==> config.mk <==
export PLATFORM = sky130hd
export DESIGN_NAME = fetch_sequencer
export DESIGN_NICKNAME = d
export VERILOG_FILES = /design/src/rtl/fetch_pkg.sv /design/src/rtl/fetch_buf.sv /design/src/rtl/fetch_sequencer.sv
export SDC_FILE = /design/constraint.sdc
export NUM_CORES = 1
export LEC_CHECK = 0
export CAP_MARGIN = 10
export CORE_UTILIZATION = 34
export DETAILED_ROUTE_END_ITERATION = 8
export PLACE_DENSITY_LB_ADDON = 0.3
export SYNTH_ARGS = -nofsm -noshare
export SYNTH_HDL_FRONTEND = slang
export SYNTH_SLANG_ARGS = --single-unit
export TNS_END_PERCENT = 100
==> constraint.sdc <==
create_clock -name clk -period 5.4 [get_ports clk]
set_input_delay 0.54 -clock clk [delete_from_list [all_inputs] [get_ports clk]]
set_output_delay 0.54 -clock clk [all_outputs]
set_load 0.05 [all_outputs]
==> src/rtl/fetch_pkg.sv <==
// Shared types and widths for the instruction fetch sequencer.
package fetch_pkg;

   localparam int unsigned ADDR_W = 16;
   localparam int unsigned XLEN   = 32;

   typedef enum logic [1:0] {
      ST_IDLE,
      ST_FETCH,
      ST_STALL,
      ST_ERROR
   } fetch_state_t;

   typedef struct packed {
      logic [ADDR_W-1:0] pc;
      logic [XLEN-1:0]   instr;
   } buf_entry_t;

endpackage

==> src/rtl/fetch_buf.sv <==
// Fetch buffer: small synchronous FIFO of {pc, instr} entries with flush.
module fetch_buf
   import fetch_pkg::*;
#(
   parameter int unsigned DEPTH = 2
) (
   input  logic       i_clk,
   input  logic       i_rst,
   input  logic       i_push,
   input  logic       i_pop,
   input  logic       i_flush,
   input  buf_entry_t i_data,
   output buf_entry_t o_head,
   output logic       o_full,
   output logic       o_afull,
   output logic       o_empty
);

   localparam int unsigned PW    = $clog2(DEPTH);
   localparam int unsigned AFULL = DEPTH - 1;
   localparam logic [PW:0] CNT_FULL  = DEPTH[PW:0];
   localparam logic [PW:0] CNT_AFULL = AFULL[PW:0];

   logic [PW-1:0] r_wr_ptr;
   logic [PW-1:0] r_rd_ptr;
   logic [PW:0]   r_cnt;
   buf_entry_t    r_mem [DEPTH];

   always_ff @(posedge i_clk or posedge i_rst) begin
      if (i_rst) begin
         r_wr_ptr <= '0;
         r_rd_ptr <= '0;
         r_cnt    <= '0;
      end else if (i_flush) begin
         r_wr_ptr <= '0;
         r_rd_ptr <= '0;
         r_cnt    <= '0;
      end else begin
         if (i_push) r_wr_ptr <= r_wr_ptr + 1'b1;
         if (i_pop)  r_rd_ptr <= r_rd_ptr + 1'b1;
         case ({i_push, i_pop})
            2'b10:   r_cnt <= r_cnt + 1'b1;
            2'b01:   r_cnt <= r_cnt - 1'b1;
            default: r_cnt <= r_cnt;
         endcase
      end
   end

   // Storage needs no reset: the head is only observed while the count is non-zero.
   always_ff @(posedge i_clk) begin
      if (i_push && !i_flush) r_mem[r_wr_ptr] <= i_data;
   end

   assign o_head  = r_mem[r_rd_ptr];
   assign o_full  = (r_cnt == CNT_FULL);
   assign o_afull = (r_cnt == CNT_AFULL);
   assign o_empty = (r_cnt == '0);

endmodule

==> src/rtl/fetch_sequencer.sv <==
// Instruction fetch sequencer: PC generation, redirect handling and a fetch buffer.
// Define FETCH_PERF_CNT_EN to add the fetch_count / stall_count performance outputs.
module fetch_sequencer
   import fetch_pkg::*;
#(
   parameter logic [ADDR_W-1:0] RESET_PC  = 16'h0000,
   parameter int unsigned       BUF_DEPTH = 2
) (
   input  logic              clk,
   input  logic              rst,
   input  logic              start,
   output logic [ADDR_W-1:0] imem_addr,
   input  logic [XLEN-1:0]   imem_rdata,
   input  logic              redirect_valid,
   input  logic [ADDR_W-1:0] redirect_pc,
   output logic              instr_valid,
   input  logic              instr_ready,
   output logic [XLEN-1:0]   instr,
   output logic [ADDR_W-1:0] instr_pc,
   output logic              busy,
`ifdef FETCH_PERF_CNT_EN
   output logic [31:0]       fetch_count,
   output logic [31:0]       stall_count,
`endif
   output logic              misalign_err
);

   fetch_state_t      r_state;
   fetch_state_t      w_state_nxt;
   logic [ADDR_W-1:0] r_pc;
   logic [ADDR_W-1:0] w_pc_nxt;
   logic              r_err;
   logic              w_err_set;
   logic              w_push;
   logic              w_buf_pop;
   logic              w_flush;
   logic              w_full;
   logic              w_afull;
   logic              w_empty;
   logic              w_active;
   logic              w_pop;
   logic              w_redir_ok;
   logic              w_redir_bad;
   buf_entry_t        w_head;
   buf_entry_t        w_push_data;

   assign w_active    = (r_state == ST_FETCH) || (r_state == ST_STALL);
   assign instr_valid = w_active && !w_empty;
   assign w_pop       = instr_valid && instr_ready;
   assign w_redir_ok  = redirect_valid && (redirect_pc[1:0] == 2'b00);
   assign w_redir_bad = redirect_valid && (redirect_pc[1:0] != 2'b00);

   always_ff @(posedge clk or posedge rst) begin
      if (rst) r_state <= ST_IDLE;
      else     r_state <= w_state_nxt;
   end

   always_comb begin
      w_state_nxt = r_state;
      case (r_state)
         ST_IDLE: begin
            if (w_redir_bad) w_state_nxt = ST_ERROR;
            else if (start)  w_state_nxt = ST_FETCH;
         end
         ST_FETCH: begin
            if (w_redir_bad)     w_state_nxt = ST_ERROR;
            else if (w_redir_ok) w_state_nxt = ST_FETCH;
            else if (!w_pop && (w_full || w_afull)) w_state_nxt = ST_STALL;
         end
         ST_STALL: begin
            if (w_redir_bad)     w_state_nxt = ST_ERROR;
            else if (w_redir_ok) w_state_nxt = ST_FETCH;
            else if (w_pop)      w_state_nxt = ST_FETCH;
         end
         default: w_state_nxt = ST_ERROR;
      endcase
   end

   always_comb begin
      w_push    = 1'b0;
      w_buf_pop = 1'b0;
      w_flush   = 1'b0;
      w_err_set = 1'b0;
      w_pc_nxt  = r_pc;
      case (r_state)
         ST_IDLE: begin
            if (w_redir_bad) begin
               w_flush   = 1'b1;
               w_err_set = 1'b1;
            end else if (w_redir_ok) begin
               w_pc_nxt = redirect_pc;
            end
         end
         ST_FETCH, ST_STALL: begin
            if (redirect_valid) begin
               w_flush = 1'b1;
               if (w_redir_bad) w_err_set = 1'b1;
               else             w_pc_nxt  = redirect_pc;
            end else begin
               w_buf_pop = w_pop;
               // The pop that releases a stall does not also fetch.
               if ((r_state == ST_FETCH) && (!w_full || w_pop)) begin
                  w_push   = 1'b1;
                  w_pc_nxt = r_pc + ADDR_W'(4);
               end
            end
         end
         default: ;
      endcase
   end

   always_ff @(posedge clk or posedge rst) begin
      if (rst) begin
         r_pc  <= RESET_PC;
         r_err <= 1'b0;
      end else begin
         r_pc <= w_pc_nxt;
         if (w_err_set) r_err <= 1'b1;
      end
   end

   assign w_push_data.pc    = r_pc;
   assign w_push_data.instr = imem_rdata;

   fetch_buf #(
      .DEPTH (BUF_DEPTH)
   ) u_buf (
      .i_clk   (clk),
      .i_rst   (rst),
      .i_push  (w_push),
      .i_pop   (w_buf_pop),
      .i_flush (w_flush),
      .i_data  (w_push_data),
      .o_head  (w_head),
      .o_full  (w_full),
      .o_afull (w_afull),
      .o_empty (w_empty)
   );

   assign imem_addr    = r_pc;
   assign busy         = w_active;
   assign misalign_err = r_err;
   assign instr        = instr_valid ? w_head.instr : '0;
   assign instr_pc     = instr_valid ? w_head.pc    : '0;

`ifdef FETCH_PERF_CNT_EN
   logic [31:0] r_fetch_cnt;
   logic [31:0] r_stall_cnt;

   always_ff @(posedge clk or posedge rst) begin
      if (rst) begin
         r_fetch_cnt <= '0;
         r_stall_cnt <= '0;
      end else begin
         r_fetch_cnt <= r_fetch_cnt + 32'(w_push);
         r_stall_cnt <= r_stall_cnt + 32'(r_state == ST_STALL);
      end
   end

   assign fetch_count = r_fetch_cnt;
   assign stall_count = r_stall_cnt;
`endif

endmodule

==> results of run 1 <==
-- cell families (layout without fill, tap and decap cells) --
kind of cell | Yosys count | count (layout)
compound gates | 57 | 57
xor+xnor | 4 | 4
fa+ha+maj | 8 | 8
buf+inv | 31 | 166
flops | 119 | 119
mux | 52 | 52
simple gates | 107 | 107
-- worst max-delay path, stage by stage (launching register included) --
cell and delay (ps):
dfrtp_1 380, inv_1 100, ha_1 440, nand2b_2 600
nor2_1 370, clkdlybuf4s50_1 850
-- worst paths after layout --
check	start	to	slack, ps	cells after the start
min	misalign_err	misalign_err	490	1
max in group asynchronous	rst	u_buf.r_rd_ptr	4100	2
max reg2reg	r_state[0]	u_buf.r_mem[0][35]	1720	6
min reg2reg	misalign_err	misalign_err	490	1
min in group asynchronous	rst	imem_addr[0]	680	2
max	r_state[0]	instr_pc[2]	1710	5
-- per-layer routing --
layer	vias up	global-route usage, %	share of wire, %
met3	21	4.29	5.8
met2	140	23.4	46
met5	-	0	0
li1	1660	-	-
met4	0	7.94	2.4
met1	1651	19.9	46
-- power groups by stage --
stage	clock [mW]	sequential (mW)	combinational [mW]
after floorplan	0	1.46	1.37
after global placement	0	1.35	2.12
after detailed placement	0	1.36	2.15
after CTS	1.12	1.34	2.16
after global routing	1.16	1.37	2.26
final	1.10	1.34	2.14
-- through the flow --
stage	total power [mW]	std cells
5_1_grt	4.79	697
6_report	4.58	697
3_3_place_gp	3.47	665
4_1_cts	4.62	697
3_5_place_dp	3.50	665
2_1_floorplan	2.83	378
-- layout make-up --
type | count | area share, %
sequential | 119 | 48.3
multi-input combinational | 228 | 22.6
clock buffer | 18 | 5.99
tap | 184 | 3.22
clock inverter | 14 | 2.22
timing repair buffer | 123 | 17.1
inverter | 11 | 0.577
-- state kept, by name (all words and copies together), names as in the netlist --
signal / cells
u_buf.r_rd_ptr: 1
u_buf.r_wr_ptr: 1
misalign_err: 1
r_state: 2
u_buf.r_mem: 96
imem_addr: 16
u_buf.r_cnt: 2
-- layout by cell type (no fill, tap or decap), types with 4 or more instances in the layout --
master             n
dfrtp_1           22
a21oi_1           17
ha_1               8
edfxtp_1          96
nand4_1            4
nor2_1            65
nand3_1            5
o22a_1            13
inv_1             11
nand2_1            4
a41oi_1            6
clkinv_2           4
clkbuf_16         17
mux2i_1           52
buf_4              4
clkdlybuf4s50_1  119
==> run_results.csv, run 1 <==
group,metric,value,unit
placement,place_area,6570,sq um
timing,max_freq,271,MHz
power_and_ir_drop,power_density,640,nW/um^2
synth,ys_ff_latch,119,
synth,synth_common_cells,"edfxtp_1, nor2_1, mux2i_1",
grt,grt_pass1_wl,18400,um
timing,fin_crit_sh,68.3,%
clock_tree,cts_buffers,17,
drt,drtPass1Iterations,5,
clock_tree,clk_path_buf_depth,2,
clock_tree,clkLatencyLatePin,400,ps
clock_tree,cts_hold_buf,0,
timing,hold_viol_final,0,
grt,grt_max_degree,50,
finish,multi_input_area,1620,sq um
run_status,status,"complete, no violations",
grt,gr-total-overflow,0,
worst_setup_path,crit_path_end_kind,"output pin",
synth,yosysWarningCount,0,
drt,postRouteWirelength,11600,um
drt,wl_per_cell,16.7,um
synth,synth_top_cell_area_share,55.4,%
worst_setup_path,start_kind,"register",
synth,yosys.area.top_type,"edfxtp_1",
run,cap_violations,0,
finish,syn2layout_area_growth,37.5,%
timing,relSlewSlack,32.6,%
synth,synthXorXnorAreaFrac,0.673,%
clock_tree,root_buffer,"clkbuf_16",
timing,tightest_slew,1010,ps
synth,ys_seq_area_share,66.4,%
grt,grt_usage,15.3,%
synth,synthMostInstantiatedCell,"edfxtp_1",
worst_setup_path,worstPathArrival,3150,ps
timing,whs,489,ps
finish,antenna_cells,0,
finish,stdcell_area,7160,sq um
worst_hold_path,hp-class,"register to register",
worst_setup_path,crit_path_max_fanout,49,
clock_tree,htreeDepth,4,
finish,drive_above_1_share,8.58,%
finish,nFillCells,1284,
placement,port_buffers,119,
synth,synthAdderAreaFrac,1.92,%
synth,synthCells,378,
synth,synth.distinct_cells,50,
clock_tree,post_cts_resized,0,
placement,dp_hpwl,7840,um
clock_tree,post-cts-setup-buffers,0,
power_and_ir_drop,ir_drop,0.330,mV
power_and_ir_drop,switching_power,1.97,mW
synth,synth_top_family_by_area,"multiplexers",
placement,place_congestion,0.786,
grt,grt_pass1_vias,3480,
timing,rsz0062_at_grt,"false",
power_and_ir_drop,switching_share,43.0,%
floorplanning,coreArea,14800,sq um
timing,setup_ws,1710,ps
worst_setup_path,worstSetupPathType,"register to output pin",
synth,synth_compound_area_share,8.22,%
synth,synth_nets,439,
clock_tree,cts_tree,"done",
clock_tree,cts.sink_count,119,
floorplanning,die_x,126,um
drt,vias,3472,
placement,dpl_worst_slack,1350,ps
power_and_ir_drop,leakage,2.52,nW
clock_tree,cts.reportedPaths.clkPinSlew,50,ps
power_and_ir_drop,clockPowerShare,24.0,%
floorplanning,dieArea,15800,sq um
finish,seqCellArea,3460,sq um
drt,ant_nets,0,
timing,min_period,3690,ps
power_and_ir_drop,p_int,2.61,mW
synth,synth_area_leaders,"edfxtp_1, dfrtp_1, mux2i_1, nor2_1, o22a_1",
synth,ys_async_sr_fraction,19.3,%
synth,synth_edf_count,96,
drt,drt_iter0_drc,261,
timing,setup_tns,0,ps
synth,synth_area_per_cell,13.8,sq um
finish,finalNetCount,561,
floorplanning,die_h,126,um
grt,antenna_found_initial,0,
worst_setup_path,required,4860,ps
floorplanning,start_util,35.3,%
synth,synthFlopType,"edfxtp_1",
synth,synth_simple_gate_area_share,9.95,%
floorplanning,ios,120,
timing,setup_viol,0,
power_and_ir_drop,p_comb_share,46.7,%
timing,fin_skew,7.85,ps
drt,via_per_inst,4.98,
power_and_ir_drop,p_seq_share,29.2,%
finish,final_core_util,48.5,%
timing,slew_violations,0,
floorplanning,rows,44,
synth,netlist_area,5200,sq um
drt,drc,0,
synth,synth_mux_area_share,10.0,%
Note: power is estimated with default switching activity, not from simulation.
==> inputs of run 2 (changes only) <==
==> constraint.sdc (replaced) <==
create_clock -name clk -period 3.35 [get_ports clk]
set_input_delay 0.335 -clock clk [delete_from_list [all_inputs] [get_ports clk]]
set_output_delay 0.335 -clock clk [all_outputs]
set_load 0.05 [all_outputs]
==> run_results.csv, run 2 (synthesis gave the netlist of run 1 again) <==
group,metric,value,unit
run_status,status,"complete, no violations",
drt,via_per_inst,4.97,
floorplanning,rows,44,
floorplanning,dieArea,15800,sq um
power_and_ir_drop,ir_drop,0.648,mV
grt,grt_pass1_wl,17100,um
clock_tree,cts.reportedPaths.clkPinSlew,50,ps
finish,drive_above_1_share,8.35,%
placement,place_congestion,0.794,
timing,slew_violations,0,
power_and_ir_drop,power_density,1030,nW/um^2
clock_tree,cts.sink_count,119,
timing,tightest_slew,935,ps
drt,postRouteWirelength,11100,um
clock_tree,cts_tree,"done",
floorplanning,coreArea,14800,sq um
finish,antenna_cells,0,
finish,syn2layout_area_growth,38.8,%
timing,setup_viol,0,
clock_tree,cts_buffers,17,
clock_tree,root_buffer,"clkbuf_16",
drt,drt_iter0_drc,301,
timing,hold_viol_final,0,
run,cap_violations,0,
worst_setup_path,required,3010,ps
clock_tree,post-cts-setup-buffers,0,
finish,finalNetCount,564,
drt,vias,3472,
timing,rsz0062_at_grt,"false",
grt,gr-total-overflow,0,
worst_setup_path,r2r-end,"u_buf.r_cnt[1]",
grt,antenna_found_initial,0,
worst_hold_path,hp-class,"input pin to asynchronous set/reset pin",
drt,drc,0,
finish,max_flop_register,"u_buf.r_mem",
finish,nFillCells,1263,
finish,seqCellArea,3460,sq um
worst_setup_path,r2r-start,"r_state[0]",
floorplanning,ios,120,
placement,dp_hpwl,7460,um
floorplanning,die_x,126,um
placement,port_buffers,119,
clock_tree,post_cts_resized,0,
clock_tree,clkLatencyLatePin,400,ps
finish,multi_input_area,1620,sq um
finish,largest_register_ffs,96,
timing,max_freq,318,MHz
clock_tree,htreeDepth,4,
drt,ant_nets,0,
worst_setup_path,r2r_cells,6,
drt,wl_per_cell,15.9,um
worst_setup_path,start_kind,"register",
timing,relSlewSlack,37.6,%
grt,grt_max_degree,50,
worst_setup_path,worstSetupPathType,"register to output pin",
worst_setup_path,crit_path_max_fanout,49,
finish,final_core_util,49.0,%
placement,dpl_worst_slack,654,ps
floorplanning,die_h,126,um
timing,fin_crit_sh,93.9,%
power_and_ir_drop,leakage,2.54,nW
finish,final_common_cell,"clkdlybuf4s50_1",
floorplanning,start_util,35.3,%
worst_setup_path,ff2ff_setup_slack,800,ps
drt,drtPass1Iterations,4,
timing,fin_skew,7.28,ps
grt,grt_pass1_vias,3330,
timing,setup_ws,204,ps
grt,grt_usage,14.4,%
worst_setup_path,crit_path_end_kind,"output pin",
finish,layout_common_cells,"clkdlybuf4s50_1, edfxtp_1, nor2_1",
worst_setup_path,worstPathArrival,2810,ps
timing,min_period,3150,ps
clock_tree,clk_path_buf_depth,2,
clock_tree,cts_hold_buf,0,
## run 2: changes by cell type in the layout (fill, tap and decap cells not counted), sizes merged
cell / before / now
clkbuf: 18 / 20
bufinv: 3 / 4
clkinv: 9 / 5
buf: 4 / 7
## run 2: worst max-delay path, cell delays in order (launching register included)
cell	delay (ps)
dfrtp_1	370
inv_1	90
ha_1	450
nand2b_2	80
buf_4	300
nor2_1	270
clkdlybuf4s50_1	840
## run 2: stage by stage
step	total power, mW	instance area, sq um	cells	hold slack (ps)	setup TNS, ps
final	7.46	7220	699	468	0
after global routing	7.77	7220	699	493	0
after CTS	7.52	7220	699	474	0
after detailed placement	5.69	6630	668	458	0
after global placement	5.64	6630	668	465	0
after floorplan	4.56	5200	378	337	-71080
## run 2: cell type report
cell class | instances | area share [%]
clock inverters | 11 | 2.16
flip-flops and latches | 119 | 47.9
clock buffers | 20 | 6.04
multi-input cells | 228 | 22.4
well taps | 184 | 3.19
repair buffers | 126 | 17.7
inverters | 11 | 0.572
## run 2: where the power goes
group,internal (mW),switching [mW],total [mW]
registers,1.89,0.261,2.15
clock network,1.23,0.578,1.80
logic,1.21,2.30,3.50
## run 2: worst max path at each step
stage / endpoint / cells past startpoint / from / slack [ps]
floorplan: u_buf.r_mem[0][0] / 6 / r_state[0] / -740
global placement: instr_pc[2] / 6 / r_state[0] / 710
detailed placement: instr_pc[2] / 6 / r_state[0] / 650
CTS: instr_pc[2] / 6 / r_state[0] / 210
global route: instr_pc[2] / 6 / r_state[0] / 90
finish: instr_pc[2] / 6 / r_state[0] / 200
## run 2: per-layer routing
layer,track usage (%),routed length [um],vias to the layer above
li1,-,-,1671
met1,18.0,4890,1643
met2,23.0,5240,140
met3,3.95,770,18
met4,7.09,210,0
met5,0,0,-
